--- src/rtl/vic_irq_pkg.sv ---
// Shared types and limits for the VIC interrupt collector.
package vic_pkg;
    localparam int VIC_ISR_W   = 5;
    localparam int VIC_MAX_SRC = 32;

    typedef enum logic [1:0] {IDLE, ACTIVE, GAP} vic_state_e;
endpackage

--- src/rtl/vic_irq_if.sv ---
// Request/status bundle between peripheral side (master) and the collector (slave).
interface vic_irq_if #(
    parameter int N_SRC = 8,
    parameter int ISR_W = 5
);
    logic [N_SRC-1:0] i_irq_src;
    logic             i_mask_we;
    logic [N_SRC-1:0] i_mask_wdata;
    logic             i_reti;
    logic             o_IRQ;
    logic [ISR_W-1:0] o_ISR_addr;
    logic [N_SRC-1:0] o_pending;
    logic [N_SRC-1:0] o_mask;
    logic             o_busy;

    modport master (
        output i_irq_src, i_mask_we, i_mask_wdata, i_reti,
        input  o_IRQ, o_ISR_addr, o_pending, o_mask, o_busy
    );
    modport slave (
        input  i_irq_src, i_mask_we, i_mask_wdata, i_reti,
        output o_IRQ, o_ISR_addr, o_pending, o_mask, o_busy
    );
endinterface

--- src/rtl/vic_prio_enc.sv ---
// Priority encoder: lowest set request index wins; idx is zero-extended.
module vic_prio_enc #(
    parameter int N = 8,
    parameter int W = 5
) (
    input  logic [N-1:0] req_i,
    output logic         vld_o,
    output logic [W-1:0] idx_o
);
    always_comb begin
        vld_o = |req_i;
        idx_o = '0;
        for (int i = N - 1; i >= 0; i--) begin
            if (req_i[i]) idx_o = W'(i);
        end
    end
endmodule

--- src/rtl/vic_irq.sv ---
// Interrupt collector/arbiter: edge detect, pending, mask, priority grant, IRQ held until reti.
// Optional VIC_IRQ_SYNC_EN adds a 2-flop synchronizer per source line.
module vic_irq
    import vic_pkg::*;
#(
    parameter int N_SRC = 8,
    parameter int ISR_W = VIC_ISR_W
) (
    input logic      clk,
    input logic      rst,
    vic_irq_if.slave bus
);
    logic [N_SRC-1:0] src_s, src_q, mask_q, mask_d, pend_q, pend_d;
    logic [N_SRC-1:0] set_v, clr_v, elig;
    logic [ISR_W-1:0] addr_q, addr_d, win;
    logic             win_vld, reti_q, reti_rise, grant;
    vic_state_e       state_q, state_d;

`ifdef VIC_IRQ_SYNC_EN
    logic [N_SRC-1:0] sync1_q, sync2_q;
    always_ff @(posedge clk or posedge rst) begin
        if (rst) begin
            sync1_q <= '0;
            sync2_q <= '0;
        end else begin
            sync1_q <= bus.i_irq_src;
            sync2_q <= sync1_q;
        end
    end
    assign src_s = sync2_q;
`else
    assign src_s = bus.i_irq_src;
`endif

    // Drop check uses the mask being written this cycle, if any.
    assign mask_d    = bus.i_mask_we ? bus.i_mask_wdata : mask_q;
    assign set_v     = src_s & ~src_q & mask_d;
    assign elig      = pend_q & mask_q;
    assign reti_rise = bus.i_reti & ~reti_q;
    assign grant     = (state_q != ACTIVE) && win_vld;
    // Set wins over clear for a fresh edge on the source being granted.
    assign pend_d    = (pend_q & ~clr_v) | set_v;

    vic_prio_enc #(.N(N_SRC), .W(ISR_W)) u_enc (
        .req_i (elig),
        .vld_o (win_vld),
        .idx_o (win)
    );

    always_ff @(posedge clk or posedge rst) begin
        if (rst) begin
            state_q <= IDLE;
            src_q   <= '0;
            reti_q  <= 1'b0;
            mask_q  <= '0;
            pend_q  <= '0;
            addr_q  <= '0;
        end else begin
            state_q <= state_d;
            src_q   <= src_s;
            reti_q  <= bus.i_reti;
            mask_q  <= mask_d;
            pend_q  <= pend_d;
            addr_q  <= addr_d;
        end
    end

    always_comb begin
        state_d = state_q;
        case (state_q)
            IDLE, GAP: state_d = win_vld ? ACTIVE : IDLE;
            ACTIVE:    if (reti_rise) state_d = GAP;
            default:   state_d = IDLE;
        endcase
    end

    always_comb begin
        addr_d = addr_q;
        clr_v  = '0;
        if (grant) begin
            addr_d = win;
            clr_v  = N_SRC'(1) << win;
        end
    end

    assign bus.o_IRQ      = (state_q == ACTIVE);
    assign bus.o_busy     = (state_q == ACTIVE);
    assign bus.o_ISR_addr = addr_q;
    assign bus.o_pending  = pend_q;
    assign bus.o_mask     = mask_q;
endmodule
--- src/flat_wrapper.sv ---
// flat-port wrapper written by rule: the top's interface ports become plain ports
module vic_irq_flat import vic_pkg::*;
#(
    parameter int N_SRC = 8,
    parameter int ISR_W = VIC_ISR_W
)
  (clk, rst, bus_i_irq_src, bus_i_mask_we, bus_i_mask_wdata, bus_i_reti, bus_o_IRQ, bus_o_ISR_addr, bus_o_pending, bus_o_mask, bus_o_busy);
  vic_irq_if #(.N_SRC(N_SRC), .ISR_W(ISR_W)) bus_i ();
  input logic clk;
  input logic rst;
  input wire logic [$bits(bus_i.i_irq_src)-1:0] bus_i_irq_src;
  input wire logic [$bits(bus_i.i_mask_we)-1:0] bus_i_mask_we;
  input wire logic [$bits(bus_i.i_mask_wdata)-1:0] bus_i_mask_wdata;
  input wire logic [$bits(bus_i.i_reti)-1:0] bus_i_reti;
  output wire logic [$bits(bus_i.o_IRQ)-1:0] bus_o_IRQ;
  output wire logic [$bits(bus_i.o_ISR_addr)-1:0] bus_o_ISR_addr;
  output wire logic [$bits(bus_i.o_pending)-1:0] bus_o_pending;
  output wire logic [$bits(bus_i.o_mask)-1:0] bus_o_mask;
  output wire logic [$bits(bus_i.o_busy)-1:0] bus_o_busy;
  assign bus_i.i_irq_src = bus_i_irq_src;
  assign bus_i.i_mask_we = bus_i_mask_we;
  assign bus_i.i_mask_wdata = bus_i_mask_wdata;
  assign bus_i.i_reti = bus_i_reti;
  assign bus_o_IRQ = bus_i.o_IRQ;
  assign bus_o_ISR_addr = bus_i.o_ISR_addr;
  assign bus_o_pending = bus_i.o_pending;
  assign bus_o_mask = bus_i.o_mask;
  assign bus_o_busy = bus_i.o_busy;
  vic_irq #(.N_SRC(N_SRC), .ISR_W(ISR_W)) u_core (.clk(clk), .rst(rst), .bus(bus_i));
endmodule
--- config.mk ---
export PLATFORM = sky130hd
export DESIGN_NAME = vic_irq_flat
export DESIGN_NICKNAME = d
export VERILOG_FILES = /design/src/rtl/vic_irq_pkg.sv /design/src/rtl/vic_irq_if.sv /design/src/rtl/vic_prio_enc.sv /design/src/rtl/vic_irq.sv /design/src/flat_wrapper.sv
export SDC_FILE = /design/constraint.sdc
export NUM_CORES = 1
export LEC_CHECK = 0
export CORE_ASPECT_RATIO = 0.9
export CORE_MARGIN = 2
export CORE_UTILIZATION = 47
export CTS_BUF_LIST = sky130_fd_sc_hd__clkbuf_4 sky130_fd_sc_hd__clkbuf_8
export DETAILED_ROUTE_END_ITERATION = 10
export PLACE_DENSITY = 0.84
export RECOVER_POWER = 50
export SYNTH_ARGS = -nofsm -noshare
export SYNTH_HDL_FRONTEND = slang
export SYNTH_HIERARCHICAL = 1
export SYNTH_SLANG_ARGS = --single-unit
--- constraint.sdc ---
create_clock -name clk -period 2.16 [get_ports clk]
set_input_delay 0.54 -clock clk [delete_from_list [all_inputs] [get_ports clk]]
set_output_delay 0.54 -clock clk [all_outputs]
set_load 0.02 [all_outputs]
* After elaboration in Yosys (flattened, before gate mapping) *
Index checks and enable logic that the tools add are counted.

storage, ports and cells
  register bits = 32
  input port bits = 20
  output and inout port bits = 23

cells by class
  equality and inequality tests = 4
  shifts and indexed selects = 1
  multiplexer cells = 13
  bitwise gates (word level) = 9
  reduce and logical (&&, ||, !) cells = 4

operator list
  operator             number
  $mux 5               7
  $and 8x8->8          4
  $mux 8               2
  $not 8->8            2
  $or 8x8->8           1
  $reduce_or 8->1      1
  $shl 1x5->8 const A  1
  $ne 2x1->1 const B   2
  $pmux 2 s2           1
  $mux 3               1
  $eq 2x1->1 const B   1
  $eq 2x2->1 const B   1
  $logic_not 2->1      1
  $mux 2               1
  $reduce_or 2->1      1
  $and 1x1->1          1
  $logic_and 1x1->1    1
  $mux 1               1
  $not 1->1            1

* Logic depth before layout (Yosys ltp) *
  depth in word-level cells = 14
  mapped depth = 7
  depth with buffers taken out = 7

* Modules after synthesis *
The synthesis kept the hierarchy.

modules (own cells, without submodules)
  module        instances  cells each  area an instance (µm²)
  vic_irq       1          95          1272.5
  vic_prio_enc  1          16          100.1

* Worst setup path after synthesis *
OpenSTA, ideal clock, no wires.

  path kind = flip-flop to flip-flop
  start = register u_core.mask_q[4], in the netlist u_core/bus.o_mask[4]
  end = register u_core.pend_q[1], in the netlist u_core/bus.o_pending[1]
  setup time = 0.122 ns
  data arrival time = 1.969 ns
  required time = 2.038 ns
  path slack = 0.070 ns
  cell stages (with the launch flop) = 6
  period minus slack after synthesis = 2.090 ns
  cells stage by stage = dfrtp_1 -> and2_1 -> o41ai_1 -> nor4b_1 -> nand3_1 -> a32o_1

on the way
  longest elaborated chain between the ends = 11

RTL lines
  item                    line                text
  from (decl)             vic_irq.sv:13       logic [N_SRC-1:0] src_s, src_q, mask_q, mask_d, pend_q, pend_d;
  from (signal assigned)  vic_irq.sv:62       mask_q <= mask_d;
  $and 8x8->8             vic_irq.sv:38       assign elig = pend_q & mask_q;
  via u_core.elig[4]      vic_irq.sv:14       logic [N_SRC-1:0] set_v, clr_v, elig;
  $mux 5 (5 in a row)     vic_prio_enc.sv:14  if (req_i[i]) idx_o = W'(i);
  via u_core.win[0]       vic_irq.sv:15       logic [ISR_W-1:0] addr_q, addr_d, win;
  $shl 1x5->8             vic_irq.sv:82       clr_v = N_SRC'(1) << win;
  $mux 8                  vic_irq.sv:80       if (grant) begin
  $not 8->8               vic_irq.sv:42       assign pend_d = (pend_q & ~clr_v) | set_v;
  $and 8x8->8             vic_irq.sv:42
  $or 8x8->8              vic_irq.sv:42
  via u_core.pend_d[1]    vic_irq.sv:13
  to (signal assigned)    vic_irq.sv:63       pend_q <= pend_d;
  to (decl)               vic_irq.sv:13

The timed path passes the listed nets, and every way through them passes these cells.
A chain may end at the register's enable or synchronous reset.

* Final worst setup path *
  start = register u_core.state_q[1]
  end = output port bus_o_busy

on the way
  longest elaborated chain between the ends = 1

RTL lines
  item                    line                text
  from (decl)             vic_irq.sv:17       vic_state_e state_q, state_d;
  from (signal assigned)  vic_irq.sv:59       state_q <= state_d;
  $eq 2x1->1              vic_irq.sv:87       assign bus.o_busy = (state_q == ACTIVE);
  to (decl)               flat_wrapper.sv:19  output wire logic [$bits(bus_i.o_busy)-1:0] bus_o_busy;

Every way passes these cells.

==> metrics.txt <==
outcome=complete, no violations; n_diodes=0; worst-path fanout max=3; pwr dens=1039 mW/mm^2; CP Class=flop to output pin; simple-gate area share of the yosys netlist=0.1486; drc violations=0; CTS Hold Buffers Added=0; r2r setup slk=roughly 150 ps; Iteration-0 DRC Markers=38; die width=approximately 61 microns; CTS sink cnt=32; post-synthesis adder-cell area fraction=0; Remaining Overflow, GRT=0; Vias=~1,100; port buffer count=between 40 and 50; Max Cap Violations=0; Worst-Margin Slew=about 770 ps; main flop type after synthesis=dfrtp_1; Comb pwr share=0.438; H-tree depth=2; GP Congestion=between 0.9 and 1; Place WS=approximately 80 ps; most frequent cell after synthesis=dfrtp_1; hold crit path type=flop to flop; sw frac=0.3474; layout net count=between 150 and 200; drt first pass iters=4; Routed Antenna Nets=0; Tmin final=about 2000 ps; CTS tree=done; clock buffer depth=2; Commonest cells post-synth=dfrtp_1, inv_1, and2_1; clock share of power=0.158; Mapped Area=roughly 0.0014 sq mm; slew margin rel.=0.4881; Final HPWL DP=about 2300 microns; Post-synth EDFFs=0; Mapped Cells=approximately 110; die area=roughly 0.0034 sq mm; WL final=approximately 3000 microns; final hold vios=0; Setup Skew=8.122 ps; row cnt=18; Worst setup EP type=output pin; post-route clock period utilization=0.9431; sequential fraction of the synthesis area=0.5834; setup ws final=~120 ps; antenna violations before repair=0; Startpoint Class=flop; Area Overhead vs Synth=37.65%; Synth top area share=0.5834; Synthesis Warnings=6; first-pass GRT wire length=5023 microns; vias in the first global route=between 1,000 and 1,500; drt wl/cell=~15 microns; Clk Latency, worst-skew pair=320 ps; Initial Util=0.4955; Switch Pwr=0.6817 mW; Synth async-reset ratio=1.000; syn_area_per_cell=roughly 12 sq um; DIE HEIGHT=between 50 and 60 microns; Post-Synth XOR/XNOR Area=0; Yosys top cell by area=dfrtp_1; #FFs+latches synth=32; Global Route Usage Sum=0.2037; clk root buf=clkbuf_4; CP required=~1600 ps; io pins=43; core area=around 0.0028 sq mm; fillers=approximately 220; Slew Viols, Final=0; layout cells sized above 1=0.1500; Synth cell types=28; RSZ-0062 raised after global routing=false; largest family of logic cells by synthesized area=simple AND/OR/NAND/NOR gates; Via density=5.250; Synth area leaders=dfrtp_1, mux2_2, a32o_1; sequential share of power=0.404; mux cell area share after synthesis=0.1094; setup TNS=0 ps; post-synthesis compound-gate area fraction=0.09480; CTS Buf Count=5; Pint=about 1.3 mW; largest net degree at the start of global routing=33; Lkg Pwr=~0.81 nW; Critical Path AT=1500 ps; final setup fails=0; Pwr Total=between 1.5 and 2 mW; Clock transition at path regs=around 90 ps; f_max=between 400 and 500 MHz; VDD IR max=between 700 and 800 uV
==> area by class of cell <==
cell class / instances / area (sq um) / area share
Inverter: 12 / 45.04 / 0.02384
Clock inverter: 1 / 5.005 / 0.002649
Timing Repair Buffer: 46 / 444.2 / 0.2351
Multi-Input combinational cell: 63 / 499.2 / 0.2642
Clock buffer: 6 / 45.04 / 0.02384
Sequential cell: 32 / 800.8 / 0.4238
Tap cell: 40 / 50.05 / 0.02649
==> kinds of logic (layout without fill, tap and decap cells) <==
| logic type | after synthesis | after routing |
|---|---|---|
| buf+inv | 17 | 65 |
| flops | 32 | 32 |
| other cells | 1 | 2 |
| simple gates | 33 | 33 |
| compound gates | 16 | 16 |
| mux | 12 | 12 |
==> metrics by stage <==
stage            util  hold slack [ps]  area, sq um  instances
2_1_floorplan       -            443.4         1376        112
3_5_place_dp   0.6635            489.5         1838        193
4_1_cts        0.6816            501.7         1888        200
6_report       0.6820            495.8         1889        200
3_3_place_gp   0.6635            454.4         1838        193
5_1_grt        0.6820            503.0         1889        200
==> repair_timing <==
action	CTS	global route
resized for setup	0	2
setup buffers	0	0
setup endpoints to repair	0	4
==> power by group through the flow <==
stage | registers (mW) | logic [mW] | clock network, mW
after CTS | 0.795 | 0.850 | 0.324
final | 0.792 | 0.860 | 0.310
after global placement | 0.796 | 0.827 | 0
after floorplan | 0.920 | 0.364 | 0
after detailed placement | 0.807 | 0.846 | 0
after global routing | 0.811 | 0.916 | 0.356
==> final timing paths <==
check / startpoint / endpoint / depth (start not counted)
worst max-delay path: u_core/state_q[1] / bus_o_busy / 3
worst min-delay path: u_core/state_q[0] / u_core/state_q[0] / 1
worst max register to register: u_core/bus.o_mask[4] / u_core/bus.o_pending[2] / 7
worst min register to register: u_core/state_q[0] / u_core/state_q[0] / 1
max in group asynchronous: rst / u_core/src_q[3] / 3
min in group asynchronous: rst / u_core/src_q[2] / 3
==> state kept, by name (all words and copies together), names as in the netlist <==
register / flops
u_core/bus.o_ISR_addr: 5
u_core/state_q: 2
u_core/bus.o_pending: 8
u_core/src_q: 8
u_core/bus.o_mask: 8
u_core/reti_q: 1
==> cell usage in the layout (no fill, tap or decap), drive strengths merged <==
cell type / n
o21ai: 1
o21bai: 1
o22ai: 1
mux2: 12
a21oi: 3
clkbuf: 8
nor3b: 1
nor2: 3
buf: 2
dfrtp: 32
nand3: 7
clkdlybuf4s50: 32
conb: 2
a32o: 8
and2b: 1
nand4: 2
nor4: 2
nand2: 1
o41ai: 1
nor4b: 2
nor2b: 2
and2: 10
clkinv: 1
a21boi: 1
dlygate4sd3: 10
nand2b: 1
inv: 12
and3b: 1
==> routing by layer <==
metal  GRT usage  wire (microns)  vias up
met5           0               0        -
met4     0.08075               6        0
met3     0.07728             318        2
met2      0.3118            1429       56
met1      0.2583            1267      509
li1            -               -      483
==> critical path, cell delays in order, from the launching register on <==
cell,delay (ps)
dfrtp_1,360
nand2b_1,150
inv_1,80
clkdlybuf4s50_1,600
(Power assumes the default switching activity.)
